[config.mk]
export PLATFORM = sky130hd
export DESIGN_NAME = pipe_stage_fifo
export DESIGN_NICKNAME = d
export VERILOG_FILES = /design/src/rtl/pipe_stage_fifo.sv
export SDC_FILE = /design/constraint.sdc
export NUM_CORES = 1
export LEC_CHECK = 0
export ABC_AREA = 0
export BUFFER_PORTS_ARGS = -buffer_cell sky130_fd_sc_hd__buf_2
export CORE_MARGIN = 3
export CORE_UTILIZATION = 56
export DETAILED_ROUTE_END_ITERATION = 8
export GPL_ROUTABILITY_DRIVEN = 1
export GPL_TIMING_DRIVEN = 0
export PLACE_DENSITY = 0.8
export REMOVE_ABC_BUFFERS = 1
export SLEW_MARGIN = 10
export SYNTH_ARGS = -nofsm -noshare
export SYNTH_HDL_FRONTEND = slang
export SYNTH_SLANG_ARGS = --single-unit
export TNS_END_PERCENT = 20
[constraint.sdc]
create_clock -name clk -period 17.5 [get_ports clk]
set_clock_uncertainty 0.2 [all_clocks]
set_input_delay 3.5 -clock clk [delete_from_list [all_inputs] [get_ports clk]]
set_output_delay 3.5 -clock clk [all_outputs]
set_load 0.02 [all_outputs]
[src/rtl/pipe_stage_fifo.sv]
// Inter-stage pipeline buffer: DEPTH-entry show-ahead FIFO with valid/ready handshake,
// per-entry bubble insertion (control field zeroed), global flush and head freeze.
module pipe_stage_fifo #(
    parameter  int unsigned DATA_W = 96,
    parameter  int unsigned CTRL_W = 10,
    parameter  int unsigned DEPTH  = 2,
    localparam int unsigned CNT_W  = $clog2(DEPTH + 1)
) (
    input  logic              clk,
    input  logic              rst,
    input  logic              in_valid,
    output logic              in_ready,
    input  logic [DATA_W-1:0] in_data,
    input  logic              in_kill,
    input  logic              flush,
    input  logic              freeze,
    output logic              out_valid,
    input  logic              out_ready,
    output logic [DATA_W-1:0] out_data,
    output logic [CNT_W-1:0]  occupancy,
    output logic [15:0]       bubble_count
);

    localparam int unsigned PTR_W = $clog2(DEPTH);
    localparam logic [DATA_W-1:0] KEEP_MASK =
        ~{{(DATA_W - CTRL_W){1'b0}}, {CTRL_W{1'b1}}};

    logic [DATA_W-1:0] mem [DEPTH];
    logic [PTR_W-1:0]  wr_ptr;
    logic [PTR_W-1:0]  rd_ptr;
    logic [PTR_W-1:0]  wr_ptr_nxt;
    logic [PTR_W-1:0]  rd_ptr_nxt;
    logic [CNT_W-1:0]  count;
    logic [CNT_W-1:0]  count_nxt;
    logic [DATA_W-1:0] wr_data;
    logic [DATA_W-1:0] head_nxt;
    logic [15:0]       bubble_nxt;
    logic              enq;
    logic              deq;

    // in_ready/out_valid are registered images of count, so the handshake never loops back
    assign enq = in_valid & in_ready & ~flush;
    assign deq = out_valid & out_ready & ~freeze & ~flush;

    assign wr_data   = in_kill ? (in_data & KEEP_MASK) : in_data;
    assign occupancy = count;

    // Next pointers and count; flush overrides any enqueue/dequeue
    always_comb begin
        wr_ptr_nxt = wr_ptr;
        rd_ptr_nxt = rd_ptr;
        count_nxt  = count;
        if (flush) begin
            wr_ptr_nxt = '0;
            rd_ptr_nxt = '0;
            count_nxt  = '0;
        end else begin
            if (enq) begin
                wr_ptr_nxt = wr_ptr + PTR_W'(1);
            end
            if (deq) begin
                rd_ptr_nxt = rd_ptr + PTR_W'(1);
            end
            count_nxt = count + CNT_W'(enq) - CNT_W'(deq);
        end
    end

    // Next head word; the just-written entry is forwarded when it becomes the head
    always_comb begin
        head_nxt = '0;
        if (count_nxt != '0) begin
            if (enq && (wr_ptr == rd_ptr_nxt)) begin
                head_nxt = wr_data;
            end else begin
                head_nxt = mem[rd_ptr_nxt];
            end
        end
    end

    always_comb begin
        bubble_nxt = bubble_count;
        if (enq && in_kill && (bubble_count != 16'hFFFF)) begin
            bubble_nxt = bubble_count + 16'd1;
        end
    end

    // Payload storage needs no reset: out_data is masked while the buffer is empty
    always_ff @(posedge clk) begin
        if (enq) begin
            mem[wr_ptr] <= wr_data;
        end
    end

    always_ff @(posedge clk or negedge rst) begin
        if (!rst) begin
            wr_ptr       <= '0;
            rd_ptr       <= '0;
            count        <= '0;
            in_ready     <= 1'b1;
            out_valid    <= 1'b0;
            out_data     <= '0;
            bubble_count <= '0;
        end else begin
            wr_ptr       <= wr_ptr_nxt;
            rd_ptr       <= rd_ptr_nxt;
            count        <= count_nxt;
            in_ready     <= (count_nxt != CNT_W'(DEPTH));
            out_valid    <= (count_nxt != '0);
            out_data     <= head_nxt;
            bubble_count <= bubble_nxt;
        end
    end

endmodule

# After elaboration in Yosys (flattened, before gate mapping)
# Memories as Yosys holds them, arrays and structs flattened.
# Cells that the tools add are included.
# word_totals
regBits,118
ramBits,192
input_bits,103
out_inout_bits,116
wordCells,38
memories,1
# op_classes
n_addsub,5
eq_ne,3
n_mux,10
bitwise_logic,7
reduce_logical,5
# mem_list
memory,depth,width,read_ports,rd_ports_with_merged_regs,write_ports,line,rtl
mem,2,96,1,0,1,28,logic [DATA_W-1:0] mem [DEPTH];
# op_table
cell,n
$mux 96,2
$add 16x1->16 const B,1
$ne 16x16->1 const B,1
$mux 10,1
$mux 1,6
$and 1x1->1,5
$reduce_bool 2->1,2
$logic_and 1x1->1,3
$add 1x1->1 const B,2
$add 2x1->2,1
$mux 2,1
$ne 2x2->1 const B,1
$not 1->1,2
$sub 2x1->2,1
$eq 1x1->1,1

# Depth between registers and ports, before layout
# Gate-level depths: netlist of the first run.
# logic_depth
ltp_word,9
depth_mapped,14
mapped_depth_nobuf,9

# Worst setup path after synthesis of the first run
# OpenSTA, ideal clock, no wires.
# synth_path
kind,input to register
from,input flush
to,"memory mem[0][0], enable pin"
setup_time_ns,0.552
arrival_time_ns,8.222
t_required_ns,16.748
slack_ns,8.526
cell_stages,5
path_buffers,3
cell_sequence,buf_2 > or2_0 > buf_2 > buf_1 > nor2_1
# synth_between
elab_chain_len,4
# synth_rtl
element,line,rtl
"start, declared",15,"input logic flush,"
$not 1->1,42,assign enq = in_valid & in_ready & ~flush;
$and 1x1->1,42,
$mux 1,89,if (enq) begin
$mux 1 (implied by the code),90,mem[wr_ptr] <= wr_data;
"end, declared",28,
# Every way passes these cells.

# Worst setup path in the final report of the first run
# layout_path
from,input in_valid
to,register out_data[51]
# layout_between
elab_chain_len,7
word_cells_on_any_way,9
cone_classes,add/sub: 2; mux: 3; bitwise: 2; reduce/logical: 2
# layout_rtl
element,line,rtl
"start, declared",11,"input logic in_valid,"
$and 1x1->1 * (2 in a row),42,
$add 2x1->2,64,count_nxt = count + CNT_W'(enq) - CNT_W'(deq);
$sub 2x1->2,64,
$mux 2,53,if (flush) begin
$reduce_bool 2->1,71,if (count_nxt != '0) begin
$mux 96 *,71,
via head_nxt[51],36,logic [DATA_W-1:0] head_nxt;
"end signal, assigned",109,out_data <= head_nxt;
"end, declared",19,"output logic [DATA_W-1:0] out_data,"
# The timed path passes the listed nets; every way through them passes the cells marked *.
# A chain may end at the register's enable or synchronous reset.

==> qor.csv, run 1 <==
stage;metric;value;unit
finish;syn_to_final_growth;23.1;%
setup_path;slowest_stage;or2_4;
detailed_routing;drt-initial-drc-count;466;
setup_path;cp.required;17.71;ns
place;gp_congestion;0.788;
detailed_routing;wl_per_cell;21.1;um
die;fp-row-count;52;
place;port_buffers;218;
timing;max_slew_margin;0.447;
finish;drive_gt1_frac;0.347;
die;die_width;152;um
finish;final_core_util;0.714;
finish;final_cells;1259;
setup_path;critPathMaxStageDelay;0.58;ns
timing;slew_violations;0;
detailed_routing;firstDrtPassIters;5;
detailed_routing;met2_length;13800;um
timing;rsz0062_at_grt;no;
cts;post_cts_resized;0;
detailed_routing;wl_met3;1490;um
power;power_switching;0.457;mW
power;power.density;121;nW/um2
timing;hold_viol;0;
cts;cts_max_path_buffers;3;
worst_hold_path;hold_path.class;register to register;
setup_path;crit_path_start_kind;input port;
global_routing;grt_pass1_wl;42100;um
setup_path;cpMostUsedCell;ha_1;
synth;syn_inst;745;
finish;fillerInstances;1310;
detailed_routing;wl_met1;10700;um
synth;ys_seq_area_frac;0.729;
cts;cts_hold_buf;0;
worst_hold_path;hold_depth;1;
timing;fin_crit;6.08;ns
setup_path;r2r_end;out_data[51];
worst_hold_path;worstHoldStart;bubble_count[14];
setup_path;cp_max_fo;54;
die;die_area;23100;um2
worst_hold_path;hold_end;bubble_count[14];
global_routing;grt_max_degree;65;
setup_path;crit_path_cell_trace;buf_2 > nand2_1 > or2_4 > ha_1 > inv_1 > ha_1 > xor2_1 > xnor2_1 > a21o_4 > buf_16 > a211oi_1;
synth;synth_cell_types;40;
power;combPwrFrac;0.146;
power;p_int;1.32;mW
power;peakVddDrop;0.000101;V
timing;fin_crit_sh;0.347;
place;dp_cells;1200;
cts;path_clk_slew;0.06;ns
synth;syn-cell-area;12000;um2
cts;cts_tree;yes;
global_routing;track_usage;0.223;
timing;tightest_slew;0.828;ns
die;die_h;152;um
synth;yosysWarnings;0;
synth;synth_area_leaders;edfxtp_1 (48%), dfrtp_1 (24%), mux2i_1 (8.1%);
detailed_routing;wl;26600;um
setup_path;regToRegStartpoint;in_ready;
power;p_sw_frac;0.257;
setup_path;ff2ff_setup_slack;14.04;ns
cts;cts_buffers;31;
outcome;status;complete, no violations;
place;hpwl;16600;um
cts;clockRootBuffer;clkbuf_16;
cts;worstSkewPairLatency;0.55;ns
cts;htreeDepth;1;
die;core;20600;um2
synth;synth.avg_cell_area;16.1;um2
run;maxCapViolCount;0;
setup_path;cp-end-kind;register;
detailed_routing;ant_nets;0;
die;ios;219;
finish;nNetsFinal;1069;
global_routing;antenna_found_initial;2;
setup_path;crit_type;input port to register;
power;seq_power_share;0.482;
setup_path;arrival;6.28;ns
detailed_routing;vias;7334;
synth;yosysTopAreaCellShare;0.482;
cts;cts_setup_buffers;0;
synth;synth.largest_area_cell;edfxtp_1;
power;clkPwrFrac;0.372;
global_routing;grt_pass1_vias;7697;
timing;timing.fmax;0.165;GHz
global_routing;gr-total-overflow;0;
detailed_routing;routed_via_density;5.83;
cts;cts_sinks;310;
setup_path;setup.worst_path.start;in_valid;
synth;ys_ff_latch;310;
timing;setup_violations;0;
detailed_routing;drc;0;
die;initial_core_util;0.580;
power;power.leakage;6.55;nW
detailed_routing;top_layer;met4;
setup_path;reg2reg_depth;10;
[cell usage after synthesis]
master,count
a211oi_1,56
a211oi_2,40
a21o_1,1
a21oi_1,1
and3_1,2
and3b_1,1
and4_1,2
buf_1,5
buf_2,22
buf_4,3
buf_6,3
clkbuf_1,24
dfrtp_1,117
dfstp_2,1
edfxtp_1,192
ha_1,3
inv_1,4
inv_2,2
mux2_1,1
mux2i_1,97
nand2_1,3
nand3_1,5
nand3b_1,1
nand4_1,6
nand4b_1,1
nor2_1,10
nor2b_1,11
nor3_1,100
nor3b_1,1
nor4_1,1
nor4_2,1
nor4b_1,1
o2111ai_1,1
o211ai_1,2
o21ai_1,1
or2_0,1
or2_1,2
or3_1,1
xnor2_1,11
xor2_1,8
[metrics by stage]
| stage | setup slack (ns) | power (mW) | instance area [um2] | TNS (ns) | hold slack [ns] |
|---|---|---|---|---|---|
| final | 11.42 | 1.78 | 14700 | 0 | 0.303 |
| after floorplan | 5.47 | 1.02 | 11700 | 0 | 0.380 |
| after detailed placement | 10.83 | 1.13 | 13700 | 0 | 0.291 |
| after global routing | 11.22 | 1.84 | 14700 | 0 | 0.321 |
| after global placement | -3.91 | 1.13 | 13100 | -734.01 | 0.284 |
| after CTS | 11.39 | 1.79 | 14700 | 0 | 0.299 |
[final cells by class]
type,instances,area (um2),area share
Clock buffer,47,946,0.0643
Inverter,6,22.5,0.00153
Multi-Input combinational cell,372,2990,0.203
Timing Repair Buffer,242,1590,0.108
Antenna cell,2,5.00,0.000340
Clock inverter,10,103,0.00697
Tap cell,270,338,0.0230
Sequential cell,310,8720,0.592
[critical path: cells and delay by family]
| kind | cells | cell delay [ns] |
|---|---|---|
| AO/OA/AOI/OAI | 2 | 0.64 |
| XOR/XNOR | 2 | 0.36 |
| adder cells (fa/ha/maj) | 2 | 0.50 |
| buffers and inverters | 3 | 0.51 |
| AND/OR/NAND/NOR | 2 | 0.69 |
[power by group through the flow]
stage          combinational, mW  clock, mW  sequential (mW)
6_report                   0.260      0.663            0.857
3_3_place_gp               0.251          0            0.880
3_5_place_dp               0.260          0            0.871
4_1_cts                    0.262      0.672            0.858
5_1_grt                    0.278      0.704            0.862
2_1_floorplan              0.110          0            0.913
[worst max path at each step]
stage                               to
after global placement      mem[0][36]
final                     out_data[51]
after floorplan           out_data[55]
after global routing       out_data[5]
after detailed placement   out_data[5]
after CTS                  out_data[5]
[registers in the layout, summed over array words and instances (netlist names)]
register      count
mem             192
out_data         96
bubble_count     16
occupancy         2
in_ready          1
out_valid         1
rd_ptr            1
wr_ptr            1
[cells in the final DEF, fill, tap and decap left out, types with 4 or more instances in the layout]
cell	synthesis	routed
a211oi_1	56	56
nor2b_1	11	11
buf_2	22	217
nand4_1	6	6
xor2_1	8	8
dfrtp_1	117	117
clkbuf_8	0	11
edfxtp_1	192	192
nor3_1	100	100
mux2i_1	97	96
clkbuf_16	0	31
buf_16	0	10
inv_1	4	4
xnor2_1	11	10
buf_6	3	6
nand3_1	5	5
nor2_1	10	8
buf_12	0	6
a211oi_2	40	40
clkbuf_1	24	5
[cells by family (layout without fill, tap and decap cells)]
| family | after synthesis | count (layout) | share of synthesized area |
|---|---|---|---|
| compound gates | 102 | 102 | 0.0804 |
| fa+ha+maj | 3 | 3 | 0.00314 |
| other cells | 0 | 2 | 0 |
| simple gates | 150 | 150 | 0.0665 |
| flops | 310 | 310 | 0.729 |
| xor+xnor | 19 | 19 | 0.0139 |
| mux | 98 | 98 | 0.0821 |
| buf+inv | 63 | 305 | 0.0249 |
[per-layer routing]
layer | up-vias | global-route usage
met5 | - | 0
met4 | 0 | 0.0608
met3 | 40 | 0.0392
met2 | 257 | 0.394
met1 | 3735 | 0.287
li1 | 3302 | -
(Power assumes the default switching activity.)
==> run 2: changes to the inputs <==
--- a/config.mk
+++ b/config.mk
@@ -8,11 +8,11 @@
 export ABC_AREA = 0
 export BUFFER_PORTS_ARGS = -buffer_cell sky130_fd_sc_hd__buf_2
 export CORE_MARGIN = 3
-export CORE_UTILIZATION = 56
+export CORE_UTILIZATION = 55
 export DETAILED_ROUTE_END_ITERATION = 8
 export GPL_ROUTABILITY_DRIVEN = 1
 export GPL_TIMING_DRIVEN = 0
-export PLACE_DENSITY = 0.8
+export PLACE_DENSITY = 0.79
 export REMOVE_ABC_BUFFERS = 1
 export SLEW_MARGIN = 10
 export SYNTH_ARGS = -nofsm -noshare
==> constraint.sdc (replaced) <==
create_clock -name clk -period 5.7 [get_ports clk]
set_clock_uncertainty 0.2 [all_clocks]
set_input_delay 1.14 -clock clk [delete_from_list [all_inputs] [get_ports clk]]
set_output_delay 1.14 -clock clk [all_outputs]
set_load 0.02 [all_outputs]
==> run 2 against run 1 <==
Effect of this change: global-route usage shrank 0.083 points; die area grew 1.7%; final cell count grew 0.79%; routed wire length shrank 0.35%; design area grew 0.65%; total power grew to 3.1 times the previous value; worst setup slack lost 9.8 ns; sequential cell count is the same.
==> qor.csv, run 2 (synthesis gave the netlist of run 1 again) <==
stage;metric;value;unit;change
global_routing;antenna_found_initial;6;;was 2
finish;final_cell_mix;buf_2 (217), edfxtp_1 (192), dfrtp_1 (117), nor3_1 (100), mux2i_1 (96);;unchanged
setup_path;r2r_end;out_data[22];;was out_data[51]
detailed_routing;drc;0;;unchanged
setup_path;arrival;4.28;ns;was 6.28 ns
cts;worstSkewPairLatency;0.56;ns;was 0.55 ns
worst_hold_path;hold_depth;1;;unchanged
timing;rsz0062_at_grt;no;;unchanged
cts;cts_setup_buffers;0;;unchanged
place;dp_cells;1207;;was 1,200
global_routing;track_usage;0.222;;was 0.223
finish;largest_register_ffs;192;;unchanged
detailed_routing;ant_nets;0;;unchanged
cts;clockRootBuffer;clkbuf_16;;unchanged
detailed_routing;drt-initial-drc-count;446;;was 466
cts;cts_buffers;31;;unchanged
timing;tns;0;ns;unchanged
global_routing;grt_pass1_vias;7655;;was 7,697
place;gp_congestion;0.784;;was 0.788
global_routing;grt_max_degree;62;;was 65
power;total_power;5.53;mW;was 1.78 mW
setup_path;crit_type;input port to register;;unchanged
setup_path;critPathMaxStageDelay;0.60;ns;was 0.58 ns
global_routing;gr-total-overflow;0;;unchanged
setup_path;cp-end-kind;register;;unchanged
place;hpwl;16900;um;was 16,600 um
setup_path;crit_path_cell_trace;buf_2 > or2_4 > buf_16 > ha_1 > inv_1 > ha_1 > xor2_1 > xnor2_1 > a21o_4 > buf_16 > a211oi_1;;was buf_2 > nand2_1 > or2_4 > ha_1 > inv_1 > ha_1 > xor2_1 > xnor2_1 > a21o_4 > buf_16 > a211oi_1
detailed_routing;firstDrtPassIters;4;;was 5
die;ios;219;;unchanged
cts;post_cts_resized;0;;unchanged
finish;reg.largest.list;mem: 192 flops, out_data: 96 flops, bubble_count: 16 flops;;unchanged
setup_path;ff2ff_setup_slack;1.89;ns;was 14.04 ns
cts;cts_sinks;310;;unchanged
finish;final_common_cell;buf_2;;unchanged
die;die_area;23600;um2;was 23,100 um2
setup_path;cp_max_fo;57;;was 54
cts;cts_max_path_buffers;3;;unchanged
finish;syn_to_final_growth;23.8;%;was 23.1%
timing;setup_violations;0;;unchanged
worst_hold_path;hold_end;bubble_count[14];;unchanged
setup_path;reg2reg_depth;11;;was 10
cts;cts_tree;yes;;unchanged
detailed_routing;wl_per_cell;20.9;um;was 21.1 um
cts;htreeDepth;1;;unchanged
worst_hold_path;worstHoldStart;bubble_count[14];;unchanged
timing;fin_ws;1.63;ns;was 11.42 ns
finish;drive_gt1_frac;0.354;;was 0.347
timing;max_slew_margin;0.491;;was 0.447
place;port_buffers;218;;unchanged
detailed_routing;routed_via_density;5.72;;was 5.83
timing;timing.fmax;0.246;GHz;
worst_hold_path;hold_path.class;register to register;;unchanged
place;place_ws;1.07;ns;was 10.83 ns
die;fp-row-count;53;;was 52
finish;final_core_util;0.698;;was 0.714
setup_path;slowest_stage;a21o_4;;was or2_4
setup_path;cp_top_family;buffers and inverters;;was simple AND/OR/NAND/NOR gates
die;die_h;153;um;was 152 um
die;core;21200;um2;was 20,600 um2
power;power.leakage;6.60;nW;was 6.55 nW
power;power.density;373;nW/um2;was 121 nW/um2
power;peakVddDrop;0.000321;V;was 0.000101 V
die;initial_core_util;0.564;;was 0.580
setup_path;regToRegStartpoint;in_ready;;unchanged
cts;path_clk_slew;0.06;ns;about the same
global_routing;grt_pass1_wl;41900;um;was 42,100 um
finish;largest-register;mem;;unchanged
setup_path;cp.required;5.91;ns;was 17.71 ns
finish;final_cells;1269;;was 1,259
cts;cts_hold_buf;0;;unchanged
timing;hold_viol;0;;unchanged
detailed_routing;wl;26500;um;was 26,600 um
detailed_routing;vias;7263;;was 7,334
timing;slew_violations;0;;unchanged
die;die_width;153;um;was 152 um
timing;fin_crit;4.07;ns;
setup_path;crit_path_start_kind;input port;;unchanged
outcome;status;complete, no violations;;unchanged
run;maxCapViolCount;0;;unchanged
timing;fin_crit_sh;0.714;;
setup_path;critical_path_buf_inv_count;4;;was 3
finish;nNetsFinal;1071;;was 1,069
timing;tightest_slew;0.762;ns;was 0.828 ns
==> run 2: changes by cell type in the layout (fill, tap and decap cells not counted), moves of 2 or more <==
cell       before  now
buf_8           3    0
clkinv_2        3   13
clkbuf_1        5    1
bufinv_16       2    5
buf_16         10   13
buf_6           6    8
clkbuf_8       11    1
diode_2         2    4
==> run 2: routing by layer <==
metal | global-route usage | part of all wire | vias up
li1 | - | - | 3312
met1 | 0.282 | 0.39 | 3638
met2 | 0.393 | 0.52 | 248
met3 | 0.0379 | 0.054 | 61
met4 | 0.0715 | 0.030 | 4
met5 | 0 | 0.0010 | -
==> run 2: worst max-delay path by stage <==
stage               depth (start not counted)  slack [ns]      endpoint     start
finish                                     11        1.63  out_data[22]     flush
global route                               11        1.47  out_data[27]     flush
CTS                                        11        1.65  out_data[46]     flush
detailed placement                         12        1.07   out_data[9]  in_valid
global placement                            4      -13.77    mem[0][36]  in_valid
floorplan                                   4       -3.97  out_data[55]    freeze
==> run 2: final cells by class <==
type,instances,area [um2]
Inverter,6,22.5
Antenna cell,4,10.0
Sequential cell,310,8720
Timing Repair Buffer,244,1650
Multi-Input combinational cell,372,2990
Tap cell,275,344
Clock inverter,25,279
Clock buffer,33,793
Fill cell,1396,6410
==> run 2: metrics by stage <==
| step | area (um2) | hold WS (ns) |
|---|---|---|
| after global routing | 14800 | 0.315 |
| after global placement | 13100 | 0.286 |
| final | 14800 | 0.298 |
| after floorplan | 11700 | 0.380 |
| after detailed placement | 13700 | 0.287 |
| after CTS | 14800 | 0.299 |
==> run 2: report_power, final <==
group | total [mW] | switching, mW | internal, mW
clock network | 2.09 | 0.849 | 1.24
logic | 0.806 | 0.531 | 0.275
registers | 2.63 | 0.0660 | 2.56
==> run 3: changes to the inputs <==
--- a/config.mk
+++ b/config.mk
@@ -8,11 +8,11 @@
 export ABC_AREA = 0
 export BUFFER_PORTS_ARGS = -buffer_cell sky130_fd_sc_hd__buf_2
 export CORE_MARGIN = 3
-export CORE_UTILIZATION = 55
+export CORE_UTILIZATION = 50
 export DETAILED_ROUTE_END_ITERATION = 8
 export GPL_ROUTABILITY_DRIVEN = 1
 export GPL_TIMING_DRIVEN = 0
-export PLACE_DENSITY = 0.79
+export PLACE_DENSITY = 0.76
 export REMOVE_ABC_BUFFERS = 1
 export SLEW_MARGIN = 10
 export SYNTH_ARGS = -nofsm -noshare
==> constraint.sdc (replaced) <==
create_clock -name clk -period 3.5 [get_ports clk]
set_clock_uncertainty 0.2 [all_clocks]
set_input_delay 0.7 -clock clk [delete_from_list [all_inputs] [get_ports clk]]
set_output_delay 0.7 -clock clk [all_outputs]
set_load 0.02 [all_outputs]
==> run 3 against run 2 <==
Effect of this change: global-route usage decreased by 1.6 points; sequential share of layout area decreased by 0.61 points; register-to-register slack got worse by 1.7 ns; via count decreased by 0.23%; total power increased by 64%; routed wire length increased by 0.54%; critical path depth decreased by 1; die area increased by 9.6%; largest power group unchanged; highest routed layer is now met4.
==> qor.csv, run 3 (synthesis gave the netlist of run 1 again) <==
stage;metric;value;unit;change
cts;htreeDepth;2;;was 1
power;power_switching;2.35;mW;was 1.45 mW
cts;cts_sinks;310;;unchanged
global_routing;gr-total-overflow;0;;unchanged
setup_path;critPathMaxStageDelay;0.54;ns;was 0.60 ns
die;core;23100;um2;was 21,200 um2
timing;rsz0062_at_grt;yes;;was no
die;die_h;161;um;was 153 um
detailed_routing;drc;0;;unchanged
power;p_sw_frac;0.259;;was 0.262
detailed_routing;wl;26600;um;was 26,500 um
detailed_routing;routed_via_density;5.52;;was 5.72
timing;max_slew_margin;0.470;;was 0.491
cts;clockRootBuffer;clkbuf_16;;unchanged
setup_path;arrival;3.51;ns;was 4.28 ns
outcome;status;complete, no violations;;unchanged
power;combPwrFrac;0.147;;was 0.146
cts;cts_max_path_buffers;3;;unchanged
cts;cts_setup_buffers;0;;unchanged
global_routing;grt_pass1_vias;7518;;was 7,655
timing;fin_crit_sh;0.959;;
finish;largest-register;mem;;unchanged
detailed_routing;wl_met3;1470;um;was 1440 um
finish;final_core_util;0.649;;was 0.698
finish;final_cell_mix;buf_2 (217), edfxtp_1 (192), dfrtp_1 (117), nor3_1 (100), mux2i_1 (96);;unchanged
cts;path_clk_slew;0.06;ns;about the same
finish;ff_latch_area;8720;um2;unchanged
finish;multiInputGateArea;3020;um2;was 2990 um2
finish;reg.largest.list;mem: 192 flops, out_data: 96 flops, bubble_count: 16 flops;;unchanged
power;p_int;6.74;mW;was 4.08 mW
global_routing;track_usage;0.207;;was 0.222
global_routing;grt_max_degree;61;;was 62
finish;syn_to_final_growth;25.1;%;was 23.8%
run;maxCapViolCount;0;;unchanged
detailed_routing;drt-initial-drc-count;464;;was 446
setup_path;cp-end-kind;register;;unchanged
die;initial_core_util;0.519;;was 0.564
detailed_routing;ant_nets;0;;unchanged
setup_path;slowest_stage;dfstp_2;;was a21o_4
die;ios;219;;unchanged
timing;setup_violations;0;;unchanged
setup_path;crit_type;register to register;;was input port to register
detailed_routing;top_layer;met4;;was met5
place;gp_congestion;0.784;;about the same
finish;drive_gt1_frac;0.351;;was 0.354
power;seq_power_share;0.471;;was 0.476
power;peakVddDrop;0.000581;V;was 0.000321 V
global_routing;antenna_found_initial;2;;was 6
finish;fillerInstances;1609;;was 1,396
power;power.leakage;6.64;nW;was 6.60 nW
setup_path;crit_path_cell_trace;nand2_1 > or2_4 > ha_1 > inv_1 > ha_1 > xor2_1 > xnor2_2 > a21o_4 > buf_16 > a211oi_1;;was buf_2 > or2_4 > buf_16 > ha_1 > inv_1 > ha_1 > xor2_1 > xnor2_1 > a21o_4 > buf_16 > a211oi_1
timing;timing.fmax;0.298;GHz;
power;power.density;607;nW/um2;was 373 nW/um2
setup_path;cp_max_fo;50;;was 57
global_routing;grt_pass1_wl;42000;um;was 41,900 um
detailed_routing;firstDrtPassIters;4;;unchanged
die;die_area;25800;um2;was 23,600 um2
timing;fin_crit;3.36;ns;
finish;final_common_cell;buf_2;;unchanged
power;total_power;9.08;mW;was 5.53 mW
cts;worstSkewPairLatency;0.49;ns;was 0.56 ns
cts;cts_buffers;34;;was 31
timing;slew_violations;0;;unchanged
place;hpwl;16300;um;was 16,900 um
detailed_routing;vias;7246;;was 7,263
power;clkPwrFrac;0.382;;was 0.379
cts;cts_hold_buf;0;;unchanged
detailed_routing;wl_met1;11100;um;was 10,500 um
cts;cts_tree;yes;;unchanged
detailed_routing;wl_per_cell;20.3;um;was 20.9 um
place;port_buffers;218;;unchanged
setup_path;cpMostUsedCell;ha_1;;
setup_path;cp.required;3.65;ns;was 5.91 ns
detailed_routing;met2_length;13500;um;was 13,800 um
timing;tightest_slew;0.794;ns;was 0.762 ns
finish;nNetsFinal;1077;;was 1,071
die;fp-row-count;55;;was 53
worst_hold_path;hold_path.class;input port to asynchronous set/reset pin;;was register to register
finish;largest_register_ffs;192;;unchanged
timing;hold_viol;0;;unchanged
die;die_width;161;um;was 153 um
setup_path;crit_path_start_kind;register;;was input port
[run 3: cell types whose count changed in the layout (fill, tap and decap cells not counted), sizes merged]
| cell | change |
|---|---|
| inv | -1 |
| clkinv | -8 |
| a21o | +2 |
| bufinv | -4 |
| diode | -1 |
| buf | +1 |
| clkbuf | +17 |
[run 3: area by class of cell]
type                            instances  area share
Antenna cell                            3    0.000502
Clock buffer                           50      0.0678
Clock inverter                         12     0.00635
Multi-Input combinational cell        374       0.202
Timing Repair Buffer                  245       0.113
Tap cell                              313      0.0262
Inverter                                6     0.00150
Sequential cell                       310       0.582
[run 3: power by group through the flow]
stage | clock network, mW | logic, mW | registers [mW]
detailed placement | 0 | 1.33 | 4.35
global placement | 0 | 1.27 | 4.40
global route | 3.71 | 1.44 | 4.30
CTS | 3.55 | 1.35 | 4.28
finish | 3.47 | 1.34 | 4.28
floorplan | 0 | 0.550 | 4.56
[run 3: critical path, delay by kind of cell, from the launching register on]
family                     cells  cell delay (ns)
xor gates and xnor gates       2             0.56
adders and majority gates      2             0.55
DFF                            1             0.54
and+or+nand+nor                2             0.53
AOI/OAI and AO/OA              2             0.43
buffers and inverters          2             0.34
[run 3: worst paths after layout]
path	startpoint	to	slack (ns)	cells after the start
setup / recovery	in_ready	out_data[47]	0.14	10
hold / removal	rst	bubble_count[14]	0.007	1
setup reg to reg	in_ready	out_data[47]	0.14	10
hold reg to reg	bubble_count[14]	bubble_count[14]	0.31	1
max in group asynchronous	rst	out_data[43]	2.35	2
min in group clk	in_data[82]	mem[1][82]	0.20	1
[run 3: timing repair]
item | CTS | global route
pin swaps | 1 | 1
gates resized for setup | 1 | 1
setup endpoints to repair | 13 | 24
hold endpoints to repair | 0 | 0
gates cloned | 1 | 1
[run 3: layer usage]
| metal | vias to the layer above | GRT usage |
|---|---|---|
| met4 | 0 | 0.0726 |
| li1 | 3331 | - |
| met1 | 3647 | 0.272 |
| met3 | 47 | 0.0387 |
| met5 | - | 0 |
| met2 | 221 | 0.347 |
[run 3: stage by stage]
step | hold slack (ns) | setup slack, ns | TNS [ns] | area [um2] | std cells
after floorplan | 0.204 | -5.73 | -1533.17 | 11700 | 688
after global placement | 0.291 | -15.84 | -3986.67 | 13200 | 1219
after detailed placement | 0.302 | -0.391 | -17.97 | 13800 | 1246
after CTS | 0.00838 | 0.0795 | 0 | 14900 | 1309
after global routing | 0.0367 | -0.0135 | -0.0328 | 15000 | 1312
final | 0.00738 | 0.142 | 0 | 15000 | 1313
